## src/rtl/or_arbiter_pkg.sv

```systemverilog
// -----------------------------------------------------------------------------
// or_arbiter_pkg
// Shared definitions for the round-robin OR arbiter:
//   state_t   - FSM state encoding (IDLE=0, COMPUTE=1, HOLD=2; 3 is unused)
//   tag_width - width of a requester index for n requesters (minimum 1 bit)
// -----------------------------------------------------------------------------
package or_arbiter_pkg;

  typedef enum logic [1:0] {
    ST_IDLE    = 2'd0,
    ST_COMPUTE = 2'd1,
    ST_HOLD    = 2'd2
  } state_t;

  // ceil(log2(n)), but never below 1 so a tag port always exists.
  function automatic int tag_width(input int n);
    int w;
    w = 1;
    while ((1 << w) < n) w++;
    return w;
  endfunction

endpackage

```

## src/rtl/Or.sv

```systemverilog
// -----------------------------------------------------------------------------
// Or
// Parameterized bitwise OR datapath shared by all requesters of or_arbiter.
// Ports:
//   a, b : WIDTH-bit operands
//   y    : WIDTH-bit result, a | b (purely combinational)
// -----------------------------------------------------------------------------
module Or #(
  parameter int WIDTH = 8
) (
  input  logic [WIDTH-1:0] a,
  input  logic [WIDTH-1:0] b,
  output logic [WIDTH-1:0] y
);

  assign y = a | b;

endmodule

```

## src/rtl/or_arbiter.sv

```systemverilog
// -----------------------------------------------------------------------------
// or_arbiter
// Round-robin arbiter sharing one Or datapath among NREQ requesters. A granted
// request's operands are captured, ORed in the COMPUTE cycle, and the result is
// held with the requester's tag until the consumer takes it.
//
// Ports:
//   clk, reset            - clock; asynchronous active-high reset
//   req_valid[NREQ]       - requester i presents operands
//   req_ready[NREQ]       - one-hot/zero; requester i accepted this cycle
//   req_a, req_b          - packed operands, requester i at [i*WIDTH +: WIDTH]
//   res_valid, res_ready  - result channel handshake
//   res_data, res_tag     - registered result and producing requester index
//   busy                  - state is not IDLE
//   dbg_state             - current FSM state, for observation only
//
// Handshake: a transfer happens on a rising edge where valid and ready are both
// high. req_ready is combinational from req_valid/res_ready, so a requester must
// not derive req_valid from req_ready. res_valid/res_data/res_tag stay stable
// while res_valid is high and res_ready is low.
// -----------------------------------------------------------------------------
module or_arbiter
  import or_arbiter_pkg::*;
#(
  parameter  int WIDTH = 8,
  parameter  int NREQ  = 4,
  localparam int TAGW  = tag_width(NREQ)
) (
  input  logic                  clk,
  input  logic                  reset,
  input  logic [NREQ-1:0]       req_valid,
  output logic [NREQ-1:0]       req_ready,
  input  logic [NREQ*WIDTH-1:0] req_a,
  input  logic [NREQ*WIDTH-1:0] req_b,
  output logic                  res_valid,
  input  logic                  res_ready,
  output logic [WIDTH-1:0]      res_data,
  output logic [TAGW-1:0]       res_tag,
  output logic                  busy,
  output state_t                dbg_state
);

  state_t            state_q, state_d;
  logic [TAGW-1:0]   ptr_q;
  logic [TAGW-1:0]   gnt_q;
  logic [WIDTH-1:0]  op_a_q, op_b_q;
  logic [WIDTH-1:0]  res_data_q;
  logic [TAGW-1:0]   res_tag_q;
  logic              res_valid_q;

  logic [TAGW-1:0]   grant;
  logic              any_req;
  logic              accept_win;
  logic              accept;
  logic [WIDTH-1:0]  or_y;

  // Round-robin search: first valid requester starting at ptr, wrapping.
  // The double wrap keeps idx in range even for an out-of-range ptr value.
  always_comb begin
    any_req = 1'b0;
    grant   = '0;
    for (int k = 0; k < NREQ; k++) begin
      int idx;
      idx = int'(ptr_q) + k;
      if (idx >= NREQ) idx = idx - NREQ;
      if (idx >= NREQ) idx = idx - NREQ;
      if (!any_req && req_valid[idx]) begin
        any_req = 1'b1;
        grant   = TAGW'(idx);
      end
    end
  end

  // Accept while idle, or while the held result is leaving this same edge.
  assign accept_win = (state_q == ST_IDLE) ||
                      ((state_q == ST_HOLD) && res_ready);
  assign accept     = accept_win && any_req && !reset;

  always_comb begin
    req_ready = '0;
    if (accept) req_ready[grant] = 1'b1;
  end

  // FSM state register
  always_ff @(posedge clk or posedge reset) begin
    if (reset) state_q <= ST_IDLE;
    else       state_q <= state_d;
  end

  // FSM next state
  always_comb begin
    state_d = state_q;
    case (state_q)
      ST_IDLE:    if (accept) state_d = ST_COMPUTE;
      ST_COMPUTE: state_d = ST_HOLD;
      ST_HOLD:    if (res_ready) state_d = accept ? ST_COMPUTE : ST_IDLE;
      default:    state_d = ST_IDLE;
    endcase
  end

  Or #(.WIDTH(WIDTH)) u_or (
    .a (op_a_q),
    .b (op_b_q),
    .y (or_y)
  );

  // Operand capture, pointer update and result register
  always_ff @(posedge clk or posedge reset) begin
    if (reset) begin
      ptr_q       <= '0;
      gnt_q       <= '0;
      op_a_q      <= '0;
      op_b_q      <= '0;
      res_data_q  <= '0;
      res_tag_q   <= '0;
      res_valid_q <= 1'b0;
    end else begin
      if (accept) begin
        op_a_q <= req_a[int'(grant)*WIDTH +: WIDTH];
        op_b_q <= req_b[int'(grant)*WIDTH +: WIDTH];
        gnt_q  <= grant;
        ptr_q  <= (int'(grant) == NREQ-1) ? '0 : grant + TAGW'(1);
      end
      if (state_q == ST_COMPUTE) begin
        res_data_q  <= or_y;
        res_tag_q   <= gnt_q;
        res_valid_q <= 1'b1;
      end else if ((state_q == ST_HOLD) && res_ready) begin
        res_valid_q <= 1'b0;
      end
    end
  end

  assign res_valid = res_valid_q;
  assign res_data  = res_data_q;
  assign res_tag   = res_tag_q;
  assign busy      = (state_q != ST_IDLE);
  assign dbg_state = state_q;

endmodule

```

## config.mk

```make
export PLATFORM = sky130hd
export DESIGN_NAME = or_arbiter
export DESIGN_NICKNAME = d
export VERILOG_FILES = /design/src/rtl/or_arbiter_pkg.sv /design/src/rtl/Or.sv /design/src/rtl/or_arbiter.sv
export SDC_FILE = /design/constraint.sdc
export NUM_CORES = 1
export LEC_CHECK = 0
export ABC_AREA = 1
export CORE_MARGIN = 3
export CORE_UTILIZATION = 40
export DETAILED_ROUTE_END_ITERATION = 12
export HOLD_SLACK_MARGIN = 0.02
export PLACE_DENSITY_LB_ADDON = 0.2
export REMOVE_ABC_BUFFERS = 1
export SYNTH_ARGS = -nofsm -noshare
export SYNTH_HDL_FRONTEND = slang
export SYNTH_SLANG_ARGS = --single-unit
```

## constraint.sdc

```tcl
create_clock -name clk -period 2.1 [get_ports clk]
set_clock_uncertainty 0.2 [all_clocks]
set_input_delay 0.42 -clock clk [delete_from_list [all_inputs] [get_ports clk]]
set_output_delay 0.42 -clock clk [all_outputs]
set_load 0.005 [all_outputs]
```

After elaboration in Yosys (flattened, before gate mapping)
Cells that the tools add are included.
Widths: inputs -> output; s select.
{"block": "op_classes", "n_shift": 2, "order_cmp": 14, "muxes": 38, "n_addsub": 12, "bitwise": 1, "n_reduce_logical": 16, "n_eq_ne": 5}
{"cell": "$mux 32", "count": 8}
{"cell": "$ge 32x4->1 const B", "count": 4}
{"cell": "$lt 32x4->1 const B", "count": 4}
{"cell": "$sub 32x4->32 const B", "count": 4}
{"cell": "$shiftx 32x6->8", "count": 2}
{"cell": "$mux 1", "count": 16}
{"cell": "$mux 2", "count": 7}
{"cell": "$sub 3x3->4 const B", "count": 3}
{"cell": "$ge 3x3->1 const B", "count": 3}
{"cell": "$bmux 1 s2", "count": 4}
{"cell": "$or 8x8->8", "count": 1}
{"cell": "$logic_and 1x1->1", "count": 7}
{"cell": "$add 2x2->3 const B", "count": 2}
{"cell": "$pmux 2 s3", "count": 1}
{"cell": "$eq 2x1->1 const B", "count": 2}
{"cell": "$logic_not 1->1", "count": 4}
{"cell": "$mux 4", "count": 1}
{"cell": "$ne 2x2->1 const B", "count": 2}
{"cell": "$reduce_bool 2->1", "count": 2}
{"cell": "$sub 2x3->4 const B", "count": 1}
{"cell": "$add 2x1->3 const B", "count": 1}
{"cell": "$ge 2x3->1 const B", "count": 1}
{"cell": "$lt 2x3->1 const B", "count": 1}
{"cell": "$add 2x1->2 const B", "count": 1}
{"cell": "6 further kinds", "count": 6}
{"block": "totals", "elab_cells": 96, "inputBits": 71, "output_inout_bits": 18, "register_bits": 33}

Longest topological paths before layout
Gate-level depths: netlist of run 1.
{"block": "depth", "depth_word": 22, "depth_mapped": 17, "ltp_nobuf": 15}

By module
From an unflattened synthesis of run 1, not the netlist that was laid out.
{"block": "unflattened", "hier_cells": 372, "area_unflattened_um2": 2461.1}
{"mod": "or_arbiter", "cells_per_inst": 348, "area_per_inst_um2": 2371.0, "n_inst": 1, "seq_area_each_um2": 825.8}
{"mod": "Or", "cells_per_inst": 24, "area_per_inst_um2": 90.1, "n_inst": 1, "seq_area_each_um2": 0.0}

Least setup slack after synthesis of run 1
OpenSTA, ideal clock, no wires.
{"block": "synth_path", "path_type": "input to output", "from": "in reset", "to": "out req_ready[0]", "setup_slack_ns": -0.299, "cell_stages": 4, "path_buffers": 1, "required_ns": 1.480, "arrival_ns": 1.779, "path_cell_list": "inv_1 > nand3_4 > buf_2 > nor2_1"}
{"block": "synth_between", "elab_chain_cells": 3}
{"element": "start: declaration", "line_no": "or_arbiter.sv:30", "source": "input logic reset,"}
{"element": "$logic_not 1->1 (no source line)"}
{"element": "$logic_and 1x1->1", "line_no": "or_arbiter.sv:77", "source": "assign accept = accept_win && any_req && !reset;"}
{"element": "$mux 4", "line_no": "or_arbiter.sv:81", "source": "if (accept) req_ready[grant] = 1'b1;"}
{"element": "end: declaration", "line_no": "or_arbiter.sv:32", "source": "output logic [NREQ-1:0] req_ready,"}
No other way between the ends.

Final worst setup path of run 1
{"block": "layout_path", "from": "reg ptr_q[0]", "to": "out req_ready[3]"}
{"block": "layout_between", "elab_chain_cells": 22, "elab_cells_between_ends": 61, "cone_classes": "add/sub: 11; order compare: 10; mux: 31; reduce/logical: 9"}
{"element": "start: declaration", "line_no": "or_arbiter.sv:44", "source": "logic [TAGW-1:0] ptr_q;"}
{"element": "start signal: assignment", "line_no": "or_arbiter.sv:122", "source": "ptr_q <= (int'(grant) == NREQ-1) ? '0 : grant + TAGW'(1);"}
{"element": "parallel branches: the longest is 16 deep, another holds $sub 32x4->32"}
{"element": "$mux 2 (*)", "line_no": "or_arbiter.sv:67", "source": "if (!any_req && req_valid[idx]) begin"}
{"element": "via grant[1]", "line_no": "or_arbiter.sv:51", "source": "logic [TAGW-1:0] grant;"}
{"element": "$lt 2x3->1 (not written as such) / $ge 2x1->1 (equally long branches)", "line_no": "or_arbiter.sv:81"}
{"element": "$logic_and 1x1->1 (not written as such)", "line_no": "or_arbiter.sv:81"}
{"element": "$mux 1 (not written as such)", "line_no": "or_arbiter.sv:81"}
{"element": "$demux 1 s2 (*)", "line_no": "or_arbiter.sv:81"}
{"element": "$mux 4 (*)", "line_no": "or_arbiter.sv:81"}
Mark *: on every way through the listed nets, which the timed path passes. The select of a mux whose other input is x is not followed.

==> flow_summary.ini, run 1 <==
[yosys]
synth_top_cell_by_area = dfrtp_1
synth_xor_xnor_area_share = 0
ys_seq_area_frac = 0.365
synth_seq_cells = 33
synth_area_leaders = dfrtp_1 37%, nand2_1 32%, nand3_1 7.3%
synth-edff-count = 0
synth_compound_area_frac = 0.0454
ys.flop_type = dfrtp_1
synth_fa_ha_area_frac = 0.0221
synth_cell_types = 22
avgSynthCellArea_um2 = 6.43
synth_top_family_by_area = simple AND/OR/NAND/NOR gates
syn_area_mm2 = 0.00226
synth_common_cells = 194 x nand2_1, 33 x dfrtp_1, 33 x nand3_1
synth-simple-area-share = 0.463
synth_warnings = 0
synth_mux_area_frac = 0
syn-instance-count = 352
synth.most_common_cell = nand2_1
ys_async_sr_fraction = 1.00
synth.top_cell.area_share = 0.365

[placement]
gp_congestion = 0.838
hpwl_um = 4600
placed_cell_area_mm2 = 0.00325
port_buffers = 88
post-place-ws_ns = -1.08

[sta]
hold_viol = 0
slew_viol_final = 0
rsz0062_at_grt = yes
postLayoutSetupSlackWorst_ns = -0.660
maxSlewHeadroom = 0.615
finalCriticalPeriod_ns = 2.76
worst_pin_slew_ns = 0.575
setup_viol = 25
post-route-period-util = 1.31
clock.fmax_mhz = 362

[critical_path]
path_max_fanout = 6
worstPathArrival_ns = 2.14
worstSetupPathType = reg -> out
critPathCaptureType = output port
worst_ep_required_time_ns = 1.48
start_kind = register

[floorplan]
io_pins = 89
start_util = 0.427
dieArea_mm2 = 0.00659
rows = 26
die_h_um = 81.2
core-area_mm2 = 0.00530
die_w_um = 81.2

[grt]
top_usage_layer = met2
globalRouteMet1Util = 0.242
grt_pass1_wl_um = 10500
antenna_found_initial = 0
grt_max_degree = 34
met2_usage = 0.368
overflow = 0
grt_pass1_vias = 2393
met3_usage = 0.0366
track_usage = 0.203

[final_layout]
stdcell_area_mm2 = 0.00363
drive_above_1_share = 0.212
nets = 546
area_delta_synth_final_pct = 60.6
diodes = 0

[power]
vdd_drop_max_mv = 1.41
p_leak_nw = 1.91
powerDensity_mw_per_mm2 = 1740

[clock_network]
cts_made_buffers = 5
clk_pin_slew_ns = 0.07
worstSkewPairLatency_ns = 0.28
cts.path.max_buffers = 2
cts-root-buf = clkbuf_8
cts_tree = done
htree_levels = 2
cts.sinks = 33

[detailed_routing]
drt_iter0_drc = 161
drc = 0
via_per_inst = 4.74
antenna_left = 0
num_vias = 2569
totalWireLength_um = 6620
post_drt_wl_per_cell_um = 12.2
first_pass_iters = 4

[run_status]
violations = setup timing
status = complete, but fails checks

[hold_path]
min_path_type = reg -> reg

[run]
maxCapViolCount = 0
report_power, final:
part / switching (mW) / leakage [nW] / total [mW] / internal (mW)
combinational: 2.61 / 1.45 / 4.65 / 2.05
sequential: 0.183 / 0.404 / 1.14 / 0.961
clock: 0.217 / 0.0542 / 0.513 / 0.296
sequential cells by signal, summed over array words and instances, names as in the netlist:
| name | flops |
|---|---|
| ptr_q | 2 |
| op_b_q | 8 |
| res_valid | 1 |
| res_data | 8 |
| res_tag | 2 |
| dbg_state | 2 |
| op_a_q | 8 |
| gnt_q | 2 |
worst max-delay path, cell delays in order (launching register included):
cell	delay (ns)
dfrtp_2	0.45
buf_6	0.16
nand2_2	0.08
nand3_2	0.09
nand2_2	0.08
nor2_4	0.16
nand4_1	0.18
nand2_4	0.15
buf_6	0.13
inv_6	0.04
ha_4	0.14
inv_2	0.04
nor2_1	0.03
buf_2	0.12
per-stage QoR:
step | power [mW] | std cells | util | TNS, ns | hold WS (ns)
after floorplan | 3.46 | 339 | - | -5.45 | 0.244
after global placement | 4.77 | 513 | 0.613 | -15.76 | 0.254
after detailed placement | 4.84 | 513 | 0.613 | -16.29 | 0.262
after CTS | 6.09 | 537 | 0.672 | -8.42 | 0.278
after global routing | 6.95 | 542 | 0.685 | -13.31 | 0.308
final | 6.31 | 542 | 0.685 | -9.57 | 0.273
per-layer routing:
| metal | vias to the layer above | wire [um] |
|---|---|---|
| met2 | 85 | 3380 |
| li1 | 1314 | - |
| met4 | 0 | 169 |
| met1 | 1153 | 2740 |
| met5 | - | 0 |
| met3 | 17 | 334 |
timing repair:
item                       4_1_cts  5_1_grt
buffers inserted                15        4
hold buffers                     0        0
pin swaps                       18        9
gates cloned                     1        1
resized for setup               58       14
setup endpoints to repair       25       25
final cells by class:
| class | count | area, um^2 |
|---|---|---|
| Timing Repair Buffer | 123 | 1130 |
| Clock inverter | 1 | 5.00 |
| Fill cell | 455 | 1670 |
| Sequential cell | 33 | 828 |
| Timing Repair inverter | 1 | 5.00 |
| Multi-Input combinational cell | 272 | 1330 |
| Inverter | 35 | 146 |
| Clock buffer | 7 | 96.3 |
| Tap cell | 70 | 87.6 |
path summary, 6_finish.rpt:
path	from	endpoint	slack (ns)	cells past startpoint
min reg2reg	res_data[0]$_DFFE_PP0P_	res_data[0]$_DFFE_PP0P_	0.27	2
max in group asynchronous	reset	ptr_q[0]$_DFFE_PP0P_	0.94	3
min	res_data[0]$_DFFE_PP0P_	res_data[0]$_DFFE_PP0P_	0.27	2
min in group asynchronous	reset	dbg_state[0]$_DFFE_PP0P_	0.45	3
max	ptr_q[0]$_DFFE_PP0P_	req_ready[3]	-0.66	13
max reg2reg	ptr_q[0]$_DFFE_PP0P_	op_a_q[0]$_DFFE_PP0P_	-0.39	13
layout by cell type, fill, tap and decap left out, drive strengths merged:
cell / Yosys / routed
a21oi: 5 / 5
buf: 12 / 39
clkbuf: 1 / 7
clkdlybuf4s50: 0 / 80
clkinv: 0 / 3
dfrtp: 33 / 33
dlygate4sd2: 0 / 4
ha: 4 / 4
inv: 35 / 34
nand2: 197 / 198
nand3: 37 / 37
nand4: 1 / 1
nor2: 11 / 11
nor3: 1 / 1
o21ai: 14 / 14
o21bai: 1 / 1
kinds of logic (layout without fill, tap and decap cells):
| family | count (synthesis) | after routing |
|---|---|---|
| adders and majority gates | 4 | 4 |
| and+or+nand+nor | 247 | 248 |
| buffers and inverters | 48 | 167 |
| AOI/OAI and AO/OA | 20 | 20 |
| DFF | 33 | 33 |
No activity file was read; power rests on OpenSTA's default activity.
==> inputs of run 2 (changes only) <==
--- a/config.mk
+++ b/config.mk
@@ -6,11 +6,11 @@
 export NUM_CORES = 1
 export LEC_CHECK = 0
 export ABC_AREA = 1
-export CORE_MARGIN = 3
+export CORE_MARGIN = 4
 export CORE_UTILIZATION = 40
 export DETAILED_ROUTE_END_ITERATION = 12
 export HOLD_SLACK_MARGIN = 0.02
-export PLACE_DENSITY_LB_ADDON = 0.2
+export PLACE_DENSITY = 0.8
 export REMOVE_ABC_BUFFERS = 1
 export SYNTH_ARGS = -nofsm -noshare
 export SYNTH_HDL_FRONTEND = slang
==> flow_summary.ini, run 2 (synthesis gave the netlist of run 1 again) <==
[clock_network]
worstSkewPairLatency_ns = 0.29
clk_pin_slew_ns = 0.07
cts_made_buffers = 5
cts-root-buf = clkbuf_8
htree_levels = 2
cts.path.max_buffers = 2
cts.sinks = 33
ctsHoldBuffers = 0
cts_tree = done

[critical_path]
worstPathArrival_ns = 2.16
start_kind = register
worstSetupPathType = reg -> out
path_max_fanout = 5
ff2ff_setup_slack_ns = -0.42
critPathCaptureType = output port
worst_ep_required_time_ns = 1.48

[run_status]
violations = setup timing
status = complete, but fails checks

[detailed_routing]
totalWireLength_um = 7470
antenna_left = 0
via_per_inst = 4.86
drt_iter0_drc = 151
post_drt_wl_per_cell_um = 13.6
first_pass_iters = 4
drc = 0
num_vias = 2680

[sta]
clock.fmax_mhz = 360
post-route-period-util = 1.32
worst_pin_slew_ns = 0.535
finalCriticalPeriod_ns = 2.78
rsz0062_at_grt = yes
whs_ns = 0.273
maxSlewHeadroom = 0.642
hold_viol = 0
postLayoutSetupSlackWorst_ns = -0.680
slew_viol_final = 0
setup_viol = 25

[power]
p_leak_nw = 1.98
p_switching_mw = 3.33
seq_power_share = 0.168
powerDensity_mw_per_mm2 = 1810
sw_frac_of_total = 0.484
totalPowerFinal_mw = 6.88
p_comb_frac = 0.764
power_frac_clock = 0.068
internal_power_mw = 3.55
vdd_drop_max_mv = 0.972

[floorplan]
dieArea_mm2 = 0.00692
io_pins = 89
die_w_um = 83.2
start_util = 0.411
rows = 27
die_h_um = 83.2
core-area_mm2 = 0.00551

[placement]
port_buffers = 88
hpwl_um = 5000
gp_congestion = 0.853
post-place-ws_ns = -1.01
placed_cell_area_mm2 = 0.00330
dp.cells = 520

[final_layout]
nets = 553
drive_above_1_share = 0.240
stdcell_area_mm2 = 0.00380
diodes = 0
area_delta_synth_final_pct = 67.9
final_cell_mix = 170 x nand2_1, 81 x clkdlybuf4s50_1, 31 x dfrtp_1
fillerInstances = 451
stdcell_count = 551
multi_input_area_mm2 = 0.00138
layout_commonest_cell = nand2_1
seq_area_um2 = 828

[grt]
track_usage = 0.207
grt_pass1_vias = 2682
grt_pass1_wl_um = 11800
grt_max_degree = 34
antenna_found_initial = 0
overflow = 0

[hold_path]
min_path_type = reg -> reg

[run]
maxCapViolCount = 0
[run 2: power groups by stage]
stage          clock network (mW)  logic (mW)  registers, mW
2_1_floorplan                   0        2.33           1.13
3_3_place_gp                    0        3.84           1.12
3_5_place_dp                    0        3.93           1.13
4_1_cts                     0.470        4.69           1.14
5_1_grt                     0.509        5.82           1.19
6_report                    0.469        5.25           1.16
[run 2: worst max-delay path, cell delays in order, from the launching register on]
cell     delay, ns
dfrtp_2       0.48
buf_6         0.16
nand2_4       0.07
nand2_4       0.06
buf_6         0.12
nand2_2       0.06
nand2_2       0.06
nand2_4       0.09
nand2_2       0.07
nand2_2       0.09
nand3_4       0.12
inv_4         0.12
ha_4          0.14
inv_2         0.04
nor2_4        0.08
buf_2         0.12
[run 2: final cells by class]
| type | instances | area share |
|---|---|---|
| Timing Repair inverter | 1 | 0.00198 |
| Clock inverter | 2 | 0.00264 |
| Clock buffer | 6 | 0.0191 |
| Tap cell | 72 | 0.0237 |
| Multi-Input combinational cell | 272 | 0.364 |
| Timing Repair Buffer | 130 | 0.332 |
| Inverter | 35 | 0.0379 |
| Sequential cell | 33 | 0.218 |
[run 2: final timing paths]
| check | startpoint | endpoint | depth (start not counted) |
|---|---|---|---|
| min in group asynchronous | reset | dbg_state[1]$_DFFE_PP0P_ | 3 |
| setup / recovery | ptr_q[0]$_DFFE_PP0P_ | req_ready[1] | 15 |
| setup reg to reg | ptr_q[0]$_DFFE_PP0P_ | op_b_q[1]$_DFFE_PP0P_ | 15 |
| max in group asynchronous | reset | ptr_q[0]$_DFFE_PP0P_ | 3 |
| hold / removal | res_data[0]$_DFFE_PP0P_ | res_data[0]$_DFFE_PP0P_ | 2 |
| hold reg to reg | res_data[0]$_DFFE_PP0P_ | res_data[0]$_DFFE_PP0P_ | 2 |
[run 2: what timing repair did]
action                     4_1_cts  5_1_grt
pin swaps                       20       17
gates cloned                     2        0
buffers inserted                15        8
setup endpoints to repair       24       25
gates resized for setup         59       37
[run 2: per-stage QoR]
stage	setup TNS (ns)	util
finish	-9.82	0.690
floorplan	-5.45	-
CTS	-5.60	0.658
global route	-12.57	0.690
detailed placement	-13.79	0.599
global placement	-12.97	0.599
[run 2: routing by layer]
layer	share of wire	track usage
met1	0.38	0.231
met4	0.025	0.0773
met2	0.54	0.381
met5	0	0
met3	0.051	0.0446
==> inputs of run 3 (changes only) <==
--- a/config.mk
+++ b/config.mk
@@ -6,11 +6,11 @@
 export NUM_CORES = 1
 export LEC_CHECK = 0
 export ABC_AREA = 1
+export CORE_ASPECT_RATIO = 1.5
 export CORE_MARGIN = 4
-export CORE_UTILIZATION = 40
+export CORE_UTILIZATION = 30
 export DETAILED_ROUTE_END_ITERATION = 12
 export HOLD_SLACK_MARGIN = 0.02
-export PLACE_DENSITY = 0.8
 export REMOVE_ABC_BUFFERS = 1
 export SYNTH_ARGS = -nofsm -noshare
 export SYNTH_HDL_FRONTEND = slang
==> flow_summary.ini, run 3 (synthesis gave the netlist of run 1 again) <==
[clock_network]
worstSkewPairLatency_ns = 0.28
cts.sinks = 33
cts_made_buffers = 5
htree_levels = 2
cts_tree = done
ctsHoldBuffers = 0
cts.path.max_buffers = 2
clk_pin_slew_ns = 0.07
cts-root-buf = clkbuf_8

[critical_path]
worst_ep_required_time_ns = 1.48
worstPathArrival_ns = 2.05
start_kind = register
path_max_fanout = 5
crit_chain = buf_6 > nand2_4 > nand2_4 > nand2_4 > nand2_4 > nor2_4 > buf_6 > nand3_4 > nand3_4 > buf_6 > ha_4 > inv_2 > nor2_2 > buf_2
crit_path_frequent_cell = nand2_4
worstSetupPathType = reg -> out
cpMaxStageDelayCell = dfrtp_2
critPathCaptureType = output port
slowest_delay_ns = 0.45

[run_status]
violations = setup timing
status = complete, but fails checks

[power]
p_leak_nw = 2.06
seq_power_share = 0.163
internal_power_mw = 3.81
p_switching_mw = 3.21
sw_frac_of_total = 0.457
vdd_drop_max_mv = 0.938
power_frac_clock = 0.066
powerDensity_mw_per_mm2 = 1780
p_comb_frac = 0.771

[final_layout]
stdcell_count = 586
layout_commonest_cell = nand2_1
nets = 560
drive_above_1_share = 0.237
final_cell_mix = 174 x nand2_1, 80 x clkdlybuf4s50_1, 34 x buf_4
area_delta_synth_final_pct = 74.3
diodes = 0

[run]
maxCapViolCount = 0

[grt]
grt_pass1_vias = 2584
track_usage = 0.158
grt_max_degree = 34
grt_pass1_wl_um = 11400
antenna_found_initial = 0
overflow = 0

[detailed_routing]
post_drt_wl_per_cell_um = 12.7
drc = 0
drt_iter0_drc = 147
via_per_inst = 4.53
antenna_left = 0
first_pass_iters = 4
totalWireLength_um = 7420
num_vias = 2652

[sta]
rsz0062_at_grt = yes
whs_ns = 0.273
clock.fmax_mhz = 374
finalCriticalPeriod_ns = 2.67
setup_viol = 25
worst_pin_slew_ns = 0.418
setup_tns_ns = -7.22
slew_viol_final = 0
hold_viol = 0
maxSlewHeadroom = 0.721
postLayoutSetupSlackWorst_ns = -0.575
post-route-period-util = 1.27

[floorplan]
die_h_um = 114
rows = 38
dieArea_mm2 = 0.00902
io_pins = 89
start_util = 0.311
core-area_mm2 = 0.00727
die_w_um = 78.9

[placement]
gp_congestion = 0.795
hpwl_um = 5230
port_buffers = 88
dp.cells = 555

[hold_path]
min_path_type = reg -> reg
[run 3: through the flow]
stage	instance area [um^2]	power [mW]	utilization	setup slack (ns)
after floorplan	2160	3.46	-	-0.623
after global placement	3380	5.15	0.464	-0.969
after detailed placement	3380	5.19	0.464	-0.988
after CTS	3750	6.56	0.515	-0.579
after global routing	3940	7.67	0.542	-0.726
final	3940	7.02	0.542	-0.575
[run 3: area by class of cell]
class	count	area, um^2
Clock buffer	5	68.8
Clock inverter	3	17.5
Fill cell	744	3330
Inverter	35	149
Multi-Input combinational cell	271	1370
Sequential cell	33	828
Tap cell	100	125
Timing Repair Buffer	139	1390
[run 3: worst paths after layout]
check	start	end	slack, ns	cells after the start
worst min-delay path	res_data[2]$_DFFE_PP0P_	res_data[2]$_DFFE_PP0P_	0.27	2
worst max register to register	ptr_q[0]$_DFFE_PP0P_	op_b_q[0]$_DFFE_PP0P_	-0.36	18
max in group asynchronous	reset	ptr_q[1]$_DFFE_PP0P_	0.91	3
worst min register to register	res_data[2]$_DFFE_PP0P_	res_data[2]$_DFFE_PP0P_	0.27	2
min in group asynchronous	reset	dbg_state[1]$_DFFE_PP0P_	0.47	3
worst max-delay path	ptr_q[0]$_DFFE_PP0P_	req_ready[2]	-0.57	14
[run 3: metal layers]
metal | vias to the layer above | part of all wire | wire length, um | GRT usage
li1 | 1343 | - | - | -
met2 | 72 | 0.57 | 4260 | 0.318
met5 | - | 0 | 0 | 0
met1 | 1225 | 0.37 | 2760 | 0.169
met3 | 12 | 0.034 | 256 | 0.0181
met4 | 0 | 0.020 | 145 | 0.0470
[run 3: what timing repair did]
action                     4_1_cts  5_1_grt
setup endpoints to repair       25       25
buffers inserted                13        9
cloned                           1        1
pin swaps                       22        9
gates resized for setup         61       38
[run 3: worst max-delay path, delay by kind of cell, from the launching register on]
family                     cells  cell delay (ns)
adders and majority gates      1             0.12
buffers and inverters          5             0.52
DFF                            1             0.45
and+or+nand+nor                8             0.68
[run 3: power by group through the flow]
| stage | sequential (mW) | combinational (mW) | clock [mW] |
|---|---|---|---|
| finish | 1.14 | 5.41 | 0.460 |
| global route | 1.18 | 5.99 | 0.504 |
| CTS | 1.13 | 4.95 | 0.473 |
| detailed placement | 1.13 | 4.06 | 0 |
| global placement | 1.12 | 4.03 | 0 |
| floorplan | 1.13 | 2.33 | 0 |
